$ cat src/rtl/hex_scan_driver_pkg.sv
// Shared constants and types for the multiplexed hex display front end.
package hex_disp_pkg;
    localparam int DEFAULT_NUM_DIGITS = 8;
    localparam int DEFAULT_PRESCALE   = 50000;
    localparam int NIBBLE_W           = 4;

    typedef logic [NIBBLE_W-1:0] nibble_t;
endpackage

$ cat src/rtl/hex_scan_driver_if.sv
// Processor write port of the hex display: valid/ready handshake carrying one display word.
import hex_disp_pkg::*;

interface hex_scan_driver_if #(
    parameter int NUM_DIGITS = DEFAULT_NUM_DIGITS
);
    logic                           wr_en;
    logic [NIBBLE_W*NUM_DIGITS-1:0] wr_data;
    logic                           wr_ready;

    modport master (output wr_en, output wr_data, input  wr_ready);
    modport slave  (input  wr_en, input  wr_data, output wr_ready);
endinterface

$ cat src/rtl/hex_scan_driver_digit_scan_timer.sv
// Slot timing for the display scan: prescaler plus digit index counter.
import hex_disp_pkg::*;

module digit_scan_timer #(
    parameter int NUM_DIGITS = DEFAULT_NUM_DIGITS,
    parameter int PRESCALE   = DEFAULT_PRESCALE,
    localparam int IDX_W     = $clog2(NUM_DIGITS)
) (
    input  logic             clk,
    input  logic             reset,
    output logic [IDX_W-1:0] idx,
    output logic             tick,
    output logic             frame_end
);
    // A PRESCALE of 1 still needs a one-bit counter; it simply never leaves 0.
    localparam int PCNT_W = (PRESCALE > 1) ? $clog2(PRESCALE) : 1;

    logic [PCNT_W-1:0] pcnt;
    logic              last_idx;

    assign tick      = (pcnt == PCNT_W'(PRESCALE - 1));
    assign last_idx  = (idx == IDX_W'(NUM_DIGITS - 1));
    assign frame_end = tick && last_idx;

    always_ff @(posedge clk or posedge reset) begin
        if (reset) begin
            pcnt <= '0;
            idx  <= '0;
        end else begin
            pcnt <= tick ? '0 : pcnt + 1'b1;
            if (tick) begin
                idx <= last_idx ? '0 : idx + 1'b1;
            end
        end
    end
endmodule

$ cat src/rtl/hex_scan_driver.sv
// Double-buffered, time-multiplexed hex display driver with optional leading-zero blanking.
import hex_disp_pkg::*;

module hex_scan_driver #(
    parameter int NUM_DIGITS = DEFAULT_NUM_DIGITS,
    parameter int PRESCALE   = DEFAULT_PRESCALE
) (
    input  logic                  clk,
    input  logic                  reset,
    hex_scan_driver_if.slave      bus,
    input  logic                  blank_lz,
    output nibble_t               digit_nibble,
    output logic [NUM_DIGITS-1:0] digit_an,
    output logic                  frame_done
);
    localparam int IDX_W = $clog2(NUM_DIGITS);

    logic [IDX_W-1:0]             idx;
    logic                         tick;
    logic                         frame_end;
    logic                         unused_tick;

    nibble_t [NUM_DIGITS-1:0]     display_reg;
    nibble_t [NUM_DIGITS-1:0]     pending_reg;
    logic                         pending_valid;

    logic [NUM_DIGITS-1:0]        upper_zero;
    logic                         blanked;

    digit_scan_timer #(
        .NUM_DIGITS (NUM_DIGITS),
        .PRESCALE   (PRESCALE)
    ) u_timer (
        .clk       (clk),
        .reset     (reset),
        .idx       (idx),
        .tick      (tick),
        .frame_end (frame_end)
    );

    // Commit timing is fully carried by frame_end.
    assign unused_tick  = tick;

    assign bus.wr_ready = ~pending_valid;

    // Accept and commit are mutually exclusive: accept needs pending empty, commit needs it full.
    always_ff @(posedge clk or posedge reset) begin
        if (reset) begin
            pending_reg   <= '0;
            pending_valid <= 1'b0;
            display_reg   <= '0;
        end else if (frame_end && pending_valid) begin
            display_reg   <= pending_reg;
            pending_valid <= 1'b0;
        end else if (bus.wr_en && !pending_valid) begin
            pending_reg   <= bus.wr_data;
            pending_valid <= 1'b1;
        end
    end

    // upper_zero[i] is set when nibbles i..NUM_DIGITS-1 are all zero.
    always_comb begin
        upper_zero                 = '0;
        upper_zero[NUM_DIGITS-1]   = (display_reg[NUM_DIGITS-1] == '0);
        for (int unsigned i = NUM_DIGITS - 1; i > 0; i--) begin
            upper_zero[i-1] = upper_zero[i] && (display_reg[i-1] == '0);
        end
    end

    assign blanked = blank_lz && (idx != '0) && upper_zero[idx];

    always_ff @(posedge clk or posedge reset) begin
        if (reset) begin
            digit_nibble <= '0;
            digit_an     <= '1;
            frame_done   <= 1'b0;
        end else begin
            digit_nibble <= display_reg[idx];
            digit_an     <= blanked ? '1 : ~(NUM_DIGITS'(1) << idx);
            frame_done   <= frame_end;
        end
    end
endmodule

$ cat src/flat_wrapper.sv
// flat-port wrapper written by rule: the top's interface ports become plain ports
module hex_scan_driver_flat 
#(
    parameter int NUM_DIGITS = DEFAULT_NUM_DIGITS,
    parameter int PRESCALE   = DEFAULT_PRESCALE
)
  (clk, reset, blank_lz, digit_nibble, digit_an, frame_done, bus_wr_en, bus_wr_data, bus_wr_ready);
  hex_scan_driver_if #(.NUM_DIGITS(NUM_DIGITS)) bus_i ();
  input  logic clk;
  input  logic reset;
  input  logic blank_lz;
  output nibble_t digit_nibble;
  output logic [NUM_DIGITS-1:0] digit_an;
  output logic frame_done;
  input wire logic [$bits(bus_i.wr_en)-1:0] bus_wr_en;
  input wire logic [$bits(bus_i.wr_data)-1:0] bus_wr_data;
  output wire logic [$bits(bus_i.wr_ready)-1:0] bus_wr_ready;
  assign bus_i.wr_en = bus_wr_en;
  assign bus_i.wr_data = bus_wr_data;
  assign bus_wr_ready = bus_i.wr_ready;
  hex_scan_driver #(.NUM_DIGITS(NUM_DIGITS), .PRESCALE(PRESCALE)) u_core (.clk(clk), .reset(reset), .bus(bus_i), .blank_lz(blank_lz), .digit_nibble(digit_nibble), .digit_an(digit_an), .frame_done(frame_done));
endmodule
$ cat config.mk
export PLATFORM = sky130hd
export DESIGN_NAME = hex_scan_driver_flat
export DESIGN_NICKNAME = d
export VERILOG_FILES = /design/src/rtl/hex_scan_driver_pkg.sv /design/src/rtl/hex_scan_driver_if.sv /design/src/rtl/hex_scan_driver_digit_scan_timer.sv /design/src/rtl/hex_scan_driver.sv /design/src/flat_wrapper.sv
export SDC_FILE = /design/constraint.sdc
export NUM_CORES = 1
export LEC_CHECK = 0
export BUFFER_PORTS_ARGS = -buffer_cell sky130_fd_sc_hd__buf_2
export CAP_MARGIN = 20
export CORE_MARGIN = 4
export CORE_UTILIZATION = 52
export DETAILED_ROUTE_END_ITERATION = 6
export PLACE_DENSITY = 0.75
export REMOVE_ABC_BUFFERS = 1
export SYNTH_ARGS = -nofsm -noshare
export SYNTH_HDL_FRONTEND = slang
export SYNTH_SLANG_ARGS = --single-unit
$ cat constraint.sdc
create_clock -name clk -period 3.6 [get_ports clk]
set_input_delay 1.08 -clock clk [delete_from_list [all_inputs] [get_ports clk]]
set_output_delay 1.08 -clock clk [all_outputs]
set_load 0.01 [all_outputs]
# Word-level counts from Yosys, hierarchy flattened

Cells that the tools add are included.

Register bits: 97
Bits of input ports: 36
Output and inout port bits: 14
Logic and storage cells: 64

Add/subtract/negate cells: 2
Magnitude comparators: 1
Equal/unequal tests: 2
Shift-type cells: 1
Mux-type cells: 9
Bitwise logic cells: 3
Reductions and logical operators: 24

Operators with widths:

| operator                                           | count |
|---|---|
| zero test 4 bit                                    | 8 |
| adder 16 x 1 -> 16 bit, second input constant      | 1 |
| equality test 16 bit, second input constant        | 1 |
| two-way mux 16 bit                                 | 1 |
| binary-select mux 4 bit (select 3 bit)             | 1 |
| logical AND 1 bit                                  | 12 |
| two-way mux 8 bit                                  | 1 |
| NOT 8 bit                                          | 1 |
| left shift 1 x 3 -> 8 bit, first input constant    | 1 |
| < comparator 3 x 4 -> 1 bit, second input constant | 1 |
| two-way mux 4 bit                                  | 1 |
| adder 3 x 1 -> 3 bit, second input constant        | 1 |
| binary-select mux 1 bit (select 3 bit)             | 1 |
| equality test 3 bit, second input constant         | 1 |
| two-way mux 1 bit                                  | 3 |
| two-way mux 3 bit                                  | 1 |
| nonzero test 3 bit                                 | 1 |
| NOT 1 bit                                          | 2 |
| AND reduction 2 bit                                | 1 |
| nonzero test 2 bit                                 | 1 |
| zero test 1 bit                                    | 1 |

# Depth between registers and ports, before layout

Gate-level depths: netlist of the first run.

Depth after elaboration: 12
Depth in mapped cells: 8
Mapped depth without buffers: 6

# By module

Synthesis of the first run repeated with hierarchy kept, for this count alone.

Cell total of the unflattened synthesis: 292
Area, all modules: 4127.7 um^2

By module, submodules not included:

| module           | times used | cells each | area an instance (um^2) |
|---|---|---|---|
| hex_scan_driver  | 1          | 210        | 3223.1 |
| digit_scan_timer | 1          | 82         | 904.6 |

# Worst setup path after synthesis of the first run

Ideal clock, no wire load.

Path type: input to register
From: input bus_wr_en
To: register u_core.pending_reg[0] (netlist name)
Data arrival time: 2.078 ns
Setup slack: 1.397 ns
Cell stages on the path: 4
Buffers on the path: 2
Path through: nor2b_1 -> clkbuf_1 -> buf_1 -> mux2_2

Cells in the longest elaborated chain, start to end: 2

RTL lines:

| element                       | RTL line              | RTL |
|---|---|---|
| start, declared               | flat_wrapper.sv:15    | `input wire logic [$bits(bus_i.wr_en)-1:0] bus_wr_en;` |
| logical AND 1 bit             | hex_scan_driver.sv:55 | `end else if (bus.wr_en && !pending_valid) begin` |
| AND reduction 2 bit (no line) | n/a                   |  |
| end signal, assigned          | hex_scan_driver.sv:56 | `pending_reg <= bus.wr_data;` |
| end, declared                 | hex_scan_driver.sv:24 | `nibble_t [NUM_DIGITS-1:0] pending_reg;` |

Every way passes these cells.
A chain may end at the register's enable or synchronous reset.

# Final worst setup path of the first run

From: register u_core.u_timer.idx[0]
To: register u_core.display_reg[0] (netlist name)

Cells in the longest elaborated chain, start to end: 3

RTL lines:

| element                | RTL line                               | RTL |
|---|---|---|
| start, declared        | hex_scan_driver_digit_scan_timer.sv:11 | `output logic [IDX_W-1:0] idx,` |
| start signal, assigned | hex_scan_driver_digit_scan_timer.sv:32 | `idx <= last_idx ? '0 : idx + 1'b1;` |
| equality test 3 bit    | hex_scan_driver_digit_scan_timer.sv:22 | `assign last_idx = (idx == IDX_W'(NUM_DIGITS - 1));` |
| logical AND 1 bit      | hex_scan_driver_digit_scan_timer.sv:23 | `assign frame_end = tick && last_idx;` |
| logical AND 1 bit      | hex_scan_driver.sv:52                  | `end else if (frame_end && pending_valid) begin` |
| end signal, assigned   | hex_scan_driver.sv:53                  | `display_reg <= pending_reg;` |
| end, declared          | hex_scan_driver.sv:23                  | `nibble_t [NUM_DIGITS-1:0] display_reg;` |

Every way passes these cells.

==> flow_metrics.py, run 1 <==
metrics = {
    "run_status": {
        "status": "finished clean",
    },
    "detailed_routing": {
        "num_vias": 2482,
        "drtIter0Drc": 106,
        "firstDrtPassIters": 4,
        "vias_per_cell": 5.44,
        "drc": 0,
        "wl_per_cell_um": 16.4,
        "routed_wl_um": 7490,
        "ant_nets": 0,
    },
    "clock_tree": {
        "cts_buffers": 9,
        "cts_tree": "yes",
        "cts.sinks": 97,
        "htreeDepth": 3,
        "cts_setup_buffers": 0,
        "clockRootBuffer": "clkbuf_8",
        "clock_latency_ns": 0.35,
        "ctsHoldBuffers": 0,
        "clock_path_buffers": 2,
        "post_cts_resize_count": 0,
        "clk_pin_slew_ns": 0.08,
    },
    "yosys": {
        "syn_area_um2": 4180,
        "synth.distinct_cells": 45,
        "synth_flop_cell": "dfrtp_1",
        "synth_edf_count": 0,
        "ys_async_sr_fraction_pct": 100,
        "yosys_warnings": 0,
        "synth.avg_cell_area_um2": 14.1,
        "synth_cells": 297,
        "ys_seq_area_share_pct": 58.4,
        "ys_ff_latch": 97,
    },
    "place": {
        "gp_congestion": 0.834,
        "numPlacedInstances": 440,
        "dp.final_hpwl_um": 5400,
        "io_buffers": 49,
        "dp_slack_ns": 0.997,
    },
    "global_routing": {
        "grt_pass1_wl_um": 12900,
        "grt_max_degree": 49,
        "grt-ovfl-total": 0,
        "grt_antenna_before_repair": 0,
        "grtUsageTotal_pct": 16.9,
        "grt_pass1_vias": 2650,
    },
    "floorplanning": {
        "placementRows": 32,
        "die_h_um": 97.6,
        "design.portCount": 50,
        "dieArea_um2": 9530,
        "coreArea_um2": 7770,
        "die_x_um": 97.6,
        "initial_utilization_pct": 53.8,
    },
    "pwr": {
        "power.density_nw_per_um2": 419,
        "vdd_drop_max_mv": 0.260,
        "leakage_nw": 2.28,
    },
    "setup_path": {
        "worstSetupStartpointType": "flip-flop",
        "cp.arrival_ns": 2.85,
        "endpoint_kind": "flip-flop",
        "required_ns": 3.83,
        "reg2reg_slack_ns": 0.99,
        "cp_max_fo": 23,
        "critPathKind": "reg2reg",
    },
    "finish": {
        "layout-drive-gt1-share_pct": 39.8,
        "areaGrowthSynthToFinish_pct": 13.9,
        "final_nets": 392,
        "antenna-diode-count": 0,
        "final_cells": 456,
    },
    "sta": {
        "layout_setup_ws_ns": 0.985,
        "period_minus_slack_ns": 2.61,
        "slew_headroom_pct": 53.6,
        "hold_viol_final": 0,
        "fmax_mhz": 382,
        "fin_crit_sh_pct": 72.6,
        "setup_viol": 0,
        "grt_setup_unrepaired": "no",
        "clock_skew_ns": 0.00640,
        "slew_viol_final": 0,
        "tightest_slew_ns": 0.696,
    },
    "flow_run": {
        "cap_violations": 0,
    },
    "hold_path": {
        "hold_path.class": "reg2reg",
    },
}
==> critical path, stage by stage, from the launching register on <==
cell and delay [ns]:
dfrtp_1 0.80, ha_1 0.30, ha_1 0.22, nand2_1 0.10, nor2_2 0.48, buf_12 0.25, mux2_1 0.35
==> metal layers <==
metal / global-route usage [%] / share of wire, % / up-vias / wire [µm]
li1: - / - / 1171 / -
met1: 23.0 / 46 / 1256 / 3450
met2: 26.6 / 48 / 46 / 3600
met3: 4.52 / 4.7 / 9 / 349
met4: 5.43 / 1.2 / 0 / 87
met5: 0 / 0 / - / 0
==> kinds of logic after synthesis <==
logic type	after synthesis	synth area share, %
XOR/XNOR	11	2.31
adder cells (fa/ha/maj)	7	2.10
multiplexers	73	21.8
AND/OR/NAND/NOR	73	10.3
flip-flops	97	58.4
AO/OA/AOI/OAI	18	3.03
buffers and inverters	18	2.10
==> final cells by class <==
cell class	instances	area (µm²)
clock buffers	13	149
clock inverters	3	65.1
inverters	6	23.8
well taps	102	128
fillers	630	3010
flip-flops and latches	97	2440
repair buffers	53	300
multi-input cells	182	1650
==> cells in the final DEF (no fill, tap or decap), drive strengths merged, types with 6 or more instances in the layout <==
cell	count
nand2	20
clkbuf	13
ha	7
nor2	11
mux2	65
buf	53
nor3	6
dfstp	8
or4	6
dfrtp	89
mux4	8
xnor2	6
nand3	10
==> synth_stat cells (all sizes together) (4+ instances only) <==
library cell,instances,area (µm²)
nand3,10,55.1
o31ai,4,30.0
xor2,5,43.8
mux2,65,732
o21ai,4,20.0
or4,6,48.8
nor2,11,43.8
a21oi,4,20.0
dfrtp,89,2230
inv,6,22.5
mux4,8,180
nor3,6,35.0
ha,7,87.6
buf,9,53.8
nand2,20,75.1
xnor2,6,52.6
dfstp,8,210
==> metrics by stage <==
step                area [µm²]  power, W  util [%]  hold slack (ns)  setup TNS, ns
floorplan                 4110   0.00122         -            0.452        -0.0431
global placement          4540   0.00125      58.5            0.475              0
detailed placement        4540   0.00126      58.5            0.481              0
CTS                       4760   0.00201      61.2            0.502              0
global route              4760   0.00208      61.2            0.521              0
finish                    4760   0.00200      61.2            0.500              0
==> power breakdown <==
part | switching [W] | leakage [nW] | total, W | internal [W]
clock | 0.000349 | 0.108 | 0.000760 | 0.000411
combinational | 0.0000350 | 0.913 | 0.0000805 | 0.0000455
sequential | 0.0000242 | 1.26 | 0.00116 | 0.00113
total | 0.000408 | 2.28 | 0.00200 | 0.00159
==> path summary, 6_finish.rpt <==
| path | start | end | cells after the start |
|---|---|---|---|
| setup / recovery | u_core.u_timer.idx[0]$_DFFE_PP0P_ | u_core.display_reg[0]$_DFFE_PP0P_ | 6 |
| hold / removal | u_core.pending_reg[3]$_DFFE_PP0P_ | u_core.display_reg[3]$_DFFE_PP0P_ | 1 |
| setup reg to reg | u_core.u_timer.idx[0]$_DFFE_PP0P_ | u_core.display_reg[0]$_DFFE_PP0P_ | 6 |
| hold reg to reg | u_core.pending_reg[3]$_DFFE_PP0P_ | u_core.display_reg[3]$_DFFE_PP0P_ | 1 |
| max in group asynchronous | reset | u_core.pending_reg[11]$_DFFE_PP0P_ | 3 |
| min in group asynchronous | reset | u_core.display_reg[18]$_DFFE_PP0P_ | 2 |
Note: power is estimated with default switching activity, not from simulation.
==> run 2, diff against run 1 <==
==> constraint.sdc (replaced) <==
create_clock -name clk -period 2.3 [get_ports clk]
set_input_delay 0.69 -clock clk [delete_from_list [all_inputs] [get_ports clk]]
set_output_delay 0.69 -clock clk [all_outputs]
set_load 0.01 [all_outputs]
==> run 2 against run 1 <==
Net effect:
- register-to-register slack got worse by 0.61 ns
- final cell count is 1.8% higher
- combinational power is 63% higher
- power increased by 54%
- via count increased by 2.6%
- clock power rose by 50%
==> flow_metrics.py, run 2 (synthesis gave the netlist of run 1 again) <==
metrics = {
    "run_status": {
        "status": "finished clean",
    },
    "place": {
        "dp.final_hpwl_um": 5760,
        "io_buffers": 49,
        "gp_congestion": 0.871,
    },
    "setup_path": {
        "crit_cells": 6,
        "r2r-start": "u_core.u_timer.pcnt[0]$_DFF_PP0_",
        "cp_max_fo": 17,
        "max_stage_delay_ns": 0.42,
        "endpoint_kind": "flip-flop",
        "path_cells": "ha_1, and4b_1, nand4_1, nor2_2, buf_4, mux2_2",
        "crit_family": "simple AND/OR/NAND/NOR gates",
        "required_ns": 2.55,
        "critPathKind": "reg2reg",
        "rr_endpoint": "u_core.display_reg[23]$_DFFE_PP0P_",
        "crit_end": "u_core.display_reg[23]$_DFFE_PP0P_",
        "r2r_cells": 6,
        "crit_slowest_cell": "dfrtp_1",
        "critPathLaunch": "u_core.u_timer.pcnt[0]$_DFF_PP0_",
        "cp.arrival_ns": 2.17,
        "path_buf_inv": 1,
        "reg2reg_slack_ns": 0.38,
        "worstSetupStartpointType": "flip-flop",
    },
    "detailed_routing": {
        "vias_per_cell": 5.49,
        "ant_nets": 0,
        "drc": 0,
        "routed_wl_um": 7450,
        "drtIter0Drc": 124,
        "firstDrtPassIters": 4,
        "num_vias": 2546,
        "wl_per_cell_um": 16.1,
    },
    "sta": {
        "tightest_slew_ns": 0.600,
        "period_minus_slack_ns": 1.92,
        "hold_slack_ns": 0.374,
        "fin_crit_sh_pct": 83.6,
        "setup_viol": 0,
        "grt_setup_unrepaired": "no",
        "clock_skew_ns": 0.0120,
        "setup_tns_ns": 0,
        "slew_viol_final": 0,
        "slew_headroom_pct": 59.8,
        "fmax_mhz": 520,
        "hold_viol_final": 0,
    },
    "floorplanning": {
        "placementRows": 32,
        "initial_utilization_pct": 53.8,
        "die_x_um": 97.6,
        "die_h_um": 97.6,
        "dieArea_um2": 9530,
        "design.portCount": 50,
        "coreArea_um2": 7770,
    },
    "finish": {
        "final_nets": 400,
        "layout-drive-gt1-share_pct": 42.0,
        "fin_util_pct": 62.0,
        "antenna-diode-count": 0,
        "areaGrowthSynthToFinish_pct": 15.2,
        "final_cell_mix": "89 x dfrtp_1, 49 x buf_2, 47 x mux2_2, 20 x nand2_1, 18 x mux2_1",
        "final_common_cell": "dfrtp_1",
    },
    "global_routing": {
        "grt_antenna_before_repair": 0,
        "grtUsageTotal_pct": 17.0,
        "grt_max_degree": 34,
        "grt-ovfl-total": 0,
        "grt_pass1_vias": 2660,
        "grt_pass1_wl_um": 13000,
    },
    "clock_tree": {
        "htreeDepth": 3,
        "cts_setup_buffers": 0,
        "clk_pin_slew_ns": 0.09,
        "clockRootBuffer": "clkbuf_8",
        "post_cts_resize_count": 0,
        "ctsHoldBuffers": 0,
        "cts_tree": "yes",
        "cts_buffers": 9,
        "clock_path_buffers": 2,
        "clock_latency_ns": 0.37,
        "cts.sinks": 97,
    },
    "hold_path": {
        "hold_path.class": "in2async",
    },
    "pwr": {
        "finalPower_w": 0.00307,
        "leakage_nw": 2.32,
        "vdd_drop_max_mv": 0.502,
        "power.density_nw_per_um2": 639,
    },
    "flow_run": {
        "cap_violations": 0,
    },
}
[run 2: cell count changes in the layout (fill, tap and decap cells not counted), sizes merged]
cell,change
buf,+8
bufinv,-1
clkbuf,-4
clkinv,+1
inv,+4
[run 2: final cells by class]
type	count	area, µm²
Timing Repair Buffer	61	360
Tap cell	102	128
Sequential cell	97	2440
Fill cell	634	2960
Clock buffer	9	124
Clock inverter	7	85.1
Multi-Input combinational cell	182	1650
Inverter	6	23.8
[run 2: worst reg2reg max path, cell delays in order (launching register included)]
cell	delay, ns
dfrtp_1	0.42
ha_1	0.24
and4b_1	0.24
nand4_1	0.15
nor2_2	0.14
buf_4	0.26
mux2_2	0.37
[run 2: through the flow]
stage / cell area [µm²] / setup WS, ns / std cells
floorplan: 4110 / -0.910 / 285
global placement: 4600 / 0.418 / 448
detailed placement: 4600 / 0.381 / 448
CTS: 4810 / 0.364 / 464
global route: 4810 / 0.219 / 464
finish: 4810 / 0.378 / 464
[run 2: power breakdown]
part | internal [W] | switching [W] | total, W
registers | 0.00177 | 0.0000357 | 0.00181
clock network | 0.000525 | 0.000611 | 0.00114
logic | 0.0000746 | 0.0000567 | 0.000131
total | 0.00237 | 0.000703 | 0.00307
[run 2: how the worst min path moves through the flow]
stage | start | end | slack, ns | cells after the start
after global routing | reset | u_core.pending_reg[20]$_DFFE_PP0P_ | 0.41 | 2
after detailed placement | u_core.pending_reg[1]$_DFFE_PP0P_ | u_core.display_reg[1]$_DFFE_PP0P_ | 0.48 | 1
after global placement | u_core.pending_reg[27]$_DFFE_PP0P_ | u_core.pending_reg[27]$_DFFE_PP0P_ | 0.47 | 1
after floorplan | u_core.pending_reg[23]$_DFFE_PP0P_ | u_core.pending_reg[23]$_DFFE_PP0P_ | 0.45 | 1
after CTS | reset | u_core.pending_reg[20]$_DFFE_PP0P_ | 0.38 | 2
final | reset | u_core.u_timer.pcnt[7]$_DFF_PP0_ | 0.37 | 2
[run 2: metal layers]
metal | GRT usage (%) | up-vias | routed length, µm | share of wire (%)
li1 | - | 1187 | - | -
met1 | 23.0 | 1303 | 3410 | 46
met2 | 26.9 | 44 | 3650 | 49
met3 | 4.24 | 12 | 280 | 3.8
met4 | 5.75 | 0 | 109 | 1.5
met5 | 0 | - | 0 | 0
==> run 3, diff against run 2 <==
--- a/config.mk
+++ b/config.mk
@@ -5,12 +5,13 @@
 export SDC_FILE = /design/constraint.sdc
 export NUM_CORES = 1
 export LEC_CHECK = 0
+export ABC_AREA = 1
 export BUFFER_PORTS_ARGS = -buffer_cell sky130_fd_sc_hd__buf_2
 export CAP_MARGIN = 20
 export CORE_MARGIN = 4
-export CORE_UTILIZATION = 52
+export CORE_UTILIZATION = 55
 export DETAILED_ROUTE_END_ITERATION = 6
-export PLACE_DENSITY = 0.75
+export PLACE_DENSITY = 0.76
 export REMOVE_ABC_BUFFERS = 1
 export SYNTH_ARGS = -nofsm -noshare
 export SYNTH_HDL_FRONTEND = slang
==> constraint.sdc (replaced) <==
create_clock -name clk -period 1.8 [get_ports clk]
set_input_delay 0.54 -clock clk [delete_from_list [all_inputs] [get_ports clk]]
set_output_delay 0.54 -clock clk [all_outputs]
set_load 0.01 [all_outputs]
==> run 3 against run 2 <==
Net effect:
- combinational power increased to 6.2 times the previous value
- non-clock buffer count increased by 1
- synthesized cell count increased by 65%
- clock skew decreased by 0.0033 ns
- sequential power increased by 52%
- sequential share of layout area decreased by 3.0 points
- flip-flop and latch count unchanged
- wire length increased by 26%
- setup slack got worse by 0.26 ns
- fmax increased by 14%
- critical endpoint is now u_core.display_reg[27]$_DFFE_PP0P_
- largest cell class unchanged
==> flow_metrics.py, run 3 <==
metrics = {
    "place": {
        "dp_slack_ns": 0.0414,
        "dp.final_hpwl_um": 6290,
        "gp_congestion": 0.970,
        "io_buffers": 49,
    },
    "global_routing": {
        "grt_pass1_vias": 3472,
        "grt_max_degree": 98,
        "grt_antenna_before_repair": 0,
        "grtUsageTotal_pct": 19.6,
        "grt_pass1_wl_um": 15600,
        "grt-ovfl-total": 0,
    },
    "yosys": {
        "syn_area_um2": 4500,
        "synthAdderAreaFrac_pct": 1.95,
        "yosysMostFrequentCell": "nand2_1",
        "synth_flop_cell": "dfrtp_1",
        "synth-simple-area-share_pct": 24.5,
        "synth_top_family_by_area": "simple AND/OR/NAND/NOR gates",
        "ys_seq_area_share_pct": 54.2,
        "synth_edf_count": 0,
        "synth_xor_area_share_pct": 1.56,
        "netlist_top_cells_area": "dfrtp_1 49%, nand2_1 11%, mux2_2 8.0%",
        "yosys_warnings": 0,
        "synth.avg_cell_area_um2": 9.20,
        "synth.mux.area_fraction_pct": 8.01,
        "ys_ff_latch": 97,
        "ys_async_sr_fraction_pct": 100,
        "synth_cells": 489,
        "synth.distinct_cells": 27,
        "synth.largest_area_cell": "dfrtp_1",
        "synth_compound_area_share_pct": 3.84,
        "synth_top_area_share_pct": 49.5,
        "synthTopCellsByCount": "136 x nand2_1, 89 x dfrtp_1, 65 x nor2_1",
    },
    "sta": {
        "slew_viol_final": 0,
        "setup_viol": 0,
        "slew_headroom_pct": 66.9,
        "hold_slack_ns": 0.273,
        "setup_tns_ns": 0,
        "layout_setup_ws_ns": 0.114,
        "hold_viol_final": 0,
        "tightest_slew_ns": 0.497,
        "clock_skew_ns": 0.00872,
        "period_minus_slack_ns": 1.69,
        "fmax_mhz": 593,
        "fin_crit_sh_pct": 93.7,
        "grt_setup_unrepaired": "no",
    },
    "finish": {
        "final_nets": 582,
        "final_common_cell": "nand2_1",
        "antenna-diode-count": 0,
        "layout-drive-gt1-share_pct": 24.4,
        "areaGrowthSynthToFinish_pct": 13.8,
        "fin_util_pct": 65.2,
        "final_cell_mix": "136 x nand2_1, 88 x dfrtp_1, 65 x nor2_1, 49 x buf_2, 35 x nand4_1",
        "nFillCells": 693,
    },
    "clock_tree": {
        "clk_pin_slew_ns": 0.09,
        "clock_latency_ns": 0.36,
        "cts.sinks": 97,
        "cts_buffers": 9,
        "clock_path_buffers": 2,
        "clockRootBuffer": "clkbuf_8",
        "cts_setup_buffers": 0,
        "cts_tree": "yes",
        "ctsHoldBuffers": 0,
        "htreeDepth": 3,
    },
    "floorplanning": {
        "placementRows": 32,
        "design.portCount": 50,
        "die_h_um": 98.5,
        "die_x_um": 98.5,
        "initial_utilization_pct": 57.4,
        "dieArea_um2": 9690,
        "coreArea_um2": 7850,
    },
    "pwr": {
        "pwr-share-comb_pct": 16.4,
        "switching_share_pct": 26.8,
        "p_int_w": 0.00364,
        "vdd_drop_max_mv": 0.739,
        "leakage_nw": 2.61,
        "clkPwrFrac_pct": 28.0,
        "power.switching_w": 0.00133,
        "power.density_nw_per_um2": 971,
        "seqPwrFrac_pct": 55.6,
    },
    "detailed_routing": {
        "vias_per_cell": 5.38,
        "wl_per_cell_um": 14.6,
        "ant_nets": 0,
        "routed_wl_um": 9410,
        "drtIter0Drc": 244,
        "num_vias": 3474,
        "firstDrtPassIters": 5,
        "drc": 0,
    },
    "setup_path": {
        "path_buf_inv": 0,
        "path_cells": "ha_2, nand2_2, nor2_4, nand3_4, nor2_8, nand3_4, nand2_1, nand2_1",
        "cp.arrival_ns": 1.94,
        "crit_slowest_cell": "dfrtp_1",
        "worstSetupStartpointType": "flip-flop",
        "endpoint_kind": "flip-flop",
        "crit_family": "simple AND/OR/NAND/NOR gates",
        "critPathKind": "reg2reg",
        "r2r_cells": 8,
        "max_stage_delay_ns": 0.40,
        "cp_max_fo": 16,
        "required_ns": 2.05,
        "crit_cells": 8,
    },
    "hold_path": {
        "hold_path.class": "in2async",
    },
    "run_status": {
        "status": "finished clean",
    },
    "flow_run": {
        "cap_violations": 0,
    },
}
run 3: worst reg2reg max path: stages, from the launching register on:
cell and delay, ns:
dfrtp_1 0.40, ha_2 0.21, nand2_2 0.07, nor2_4 0.14, nand3_4 0.11, nor2_8 0.23, nand3_4 0.23, nand2_1 0.13
nand2_1 0.06
run 3: final cells by class:
class | count | area [µm²] | area share, %
Clock buffer | 9 | 124 | 2.42
Clock inverter | 7 | 70.1 | 1.37
Inverter | 34 | 129 | 2.52
Multi-Input combinational cell | 335 | 1840 | 36.0
Sequential cell | 97 | 2440 | 47.6
Tap cell | 102 | 128 | 2.49
Timing Repair Buffer | 62 | 388 | 7.58
run 3: path summary, 6_finish.rpt:
| check | start | end | slack (ns) |
|---|---|---|---|
| worst max-delay path | u_core.u_timer.pcnt[0]$_DFF_PP0_ | u_core.display_reg[27]$_DFFE_PP0P_ | 0.11 |
| worst min-delay path | reset | u_core.pending_reg[18]$_DFFE_PP0P_ | 0.27 |
| worst max register to register | u_core.u_timer.pcnt[0]$_DFF_PP0_ | u_core.display_reg[27]$_DFFE_PP0P_ | 0.11 |
| worst min register to register | u_core.u_timer.pcnt[0]$_DFF_PP0_ | u_core.u_timer.pcnt[0]$_DFF_PP0_ | 0.50 |
| max in group asynchronous | reset | u_core.u_timer.idx[1]$_DFFE_PP0P_ | 1.11 |
| min in group clk | bus_wr_data[9] | u_core.pending_reg[9]$_DFFE_PP0P_ | 0.40 |
run 3: power by group through the flow:
stage	clock network, W	logic, W	registers [W]
final	0.00139	0.000818	0.00276
after global routing	0.00153	0.000896	0.00280
after CTS	0.00143	0.000813	0.00276
after detailed placement	0	0.000808	0.00280
after global placement	0	0.000760	0.00278
after floorplan	0	0.000513	0.00280
run 3: cell families (layout without fill, tap and decap cells):
| logic type | Yosys count | after routing |
|---|---|---|
| flip-flops | 97 | 97 |
| AND/OR/NAND/NOR | 254 | 256 |
| buffers and inverters | 59 | 112 |
| XOR/XNOR | 8 | 8 |
| multiplexers | 32 | 32 |
| adder cells (fa/ha/maj) | 7 | 7 |
| AO/OA/AOI/OAI | 32 | 32 |
run 3: repair_timing:
action,CTS,global route
endpoints found under the hold margin,0,0
setup endpoints to repair,0,33
gates resized for setup,0,8
run 3: stage by stage:
step | area [µm²] | power (W) | instances
global placement | 4870 | 0.00354 | 628
detailed placement | 4870 | 0.00361 | 628
floorplan | 4360 | 0.00332 | 464
finish | 5120 | 0.00497 | 646
CTS | 5060 | 0.00500 | 644
global route | 5120 | 0.00523 | 646
run 3: layer usage:
metal	vias to the layer above	GRT usage, %	part of all wire [%]
met5	-	0	0
met4	0	9.14	2.3
met3	23	3.96	5.9
met2	124	31.8	49
met1	1633	25.6	43
li1	1694	-	-
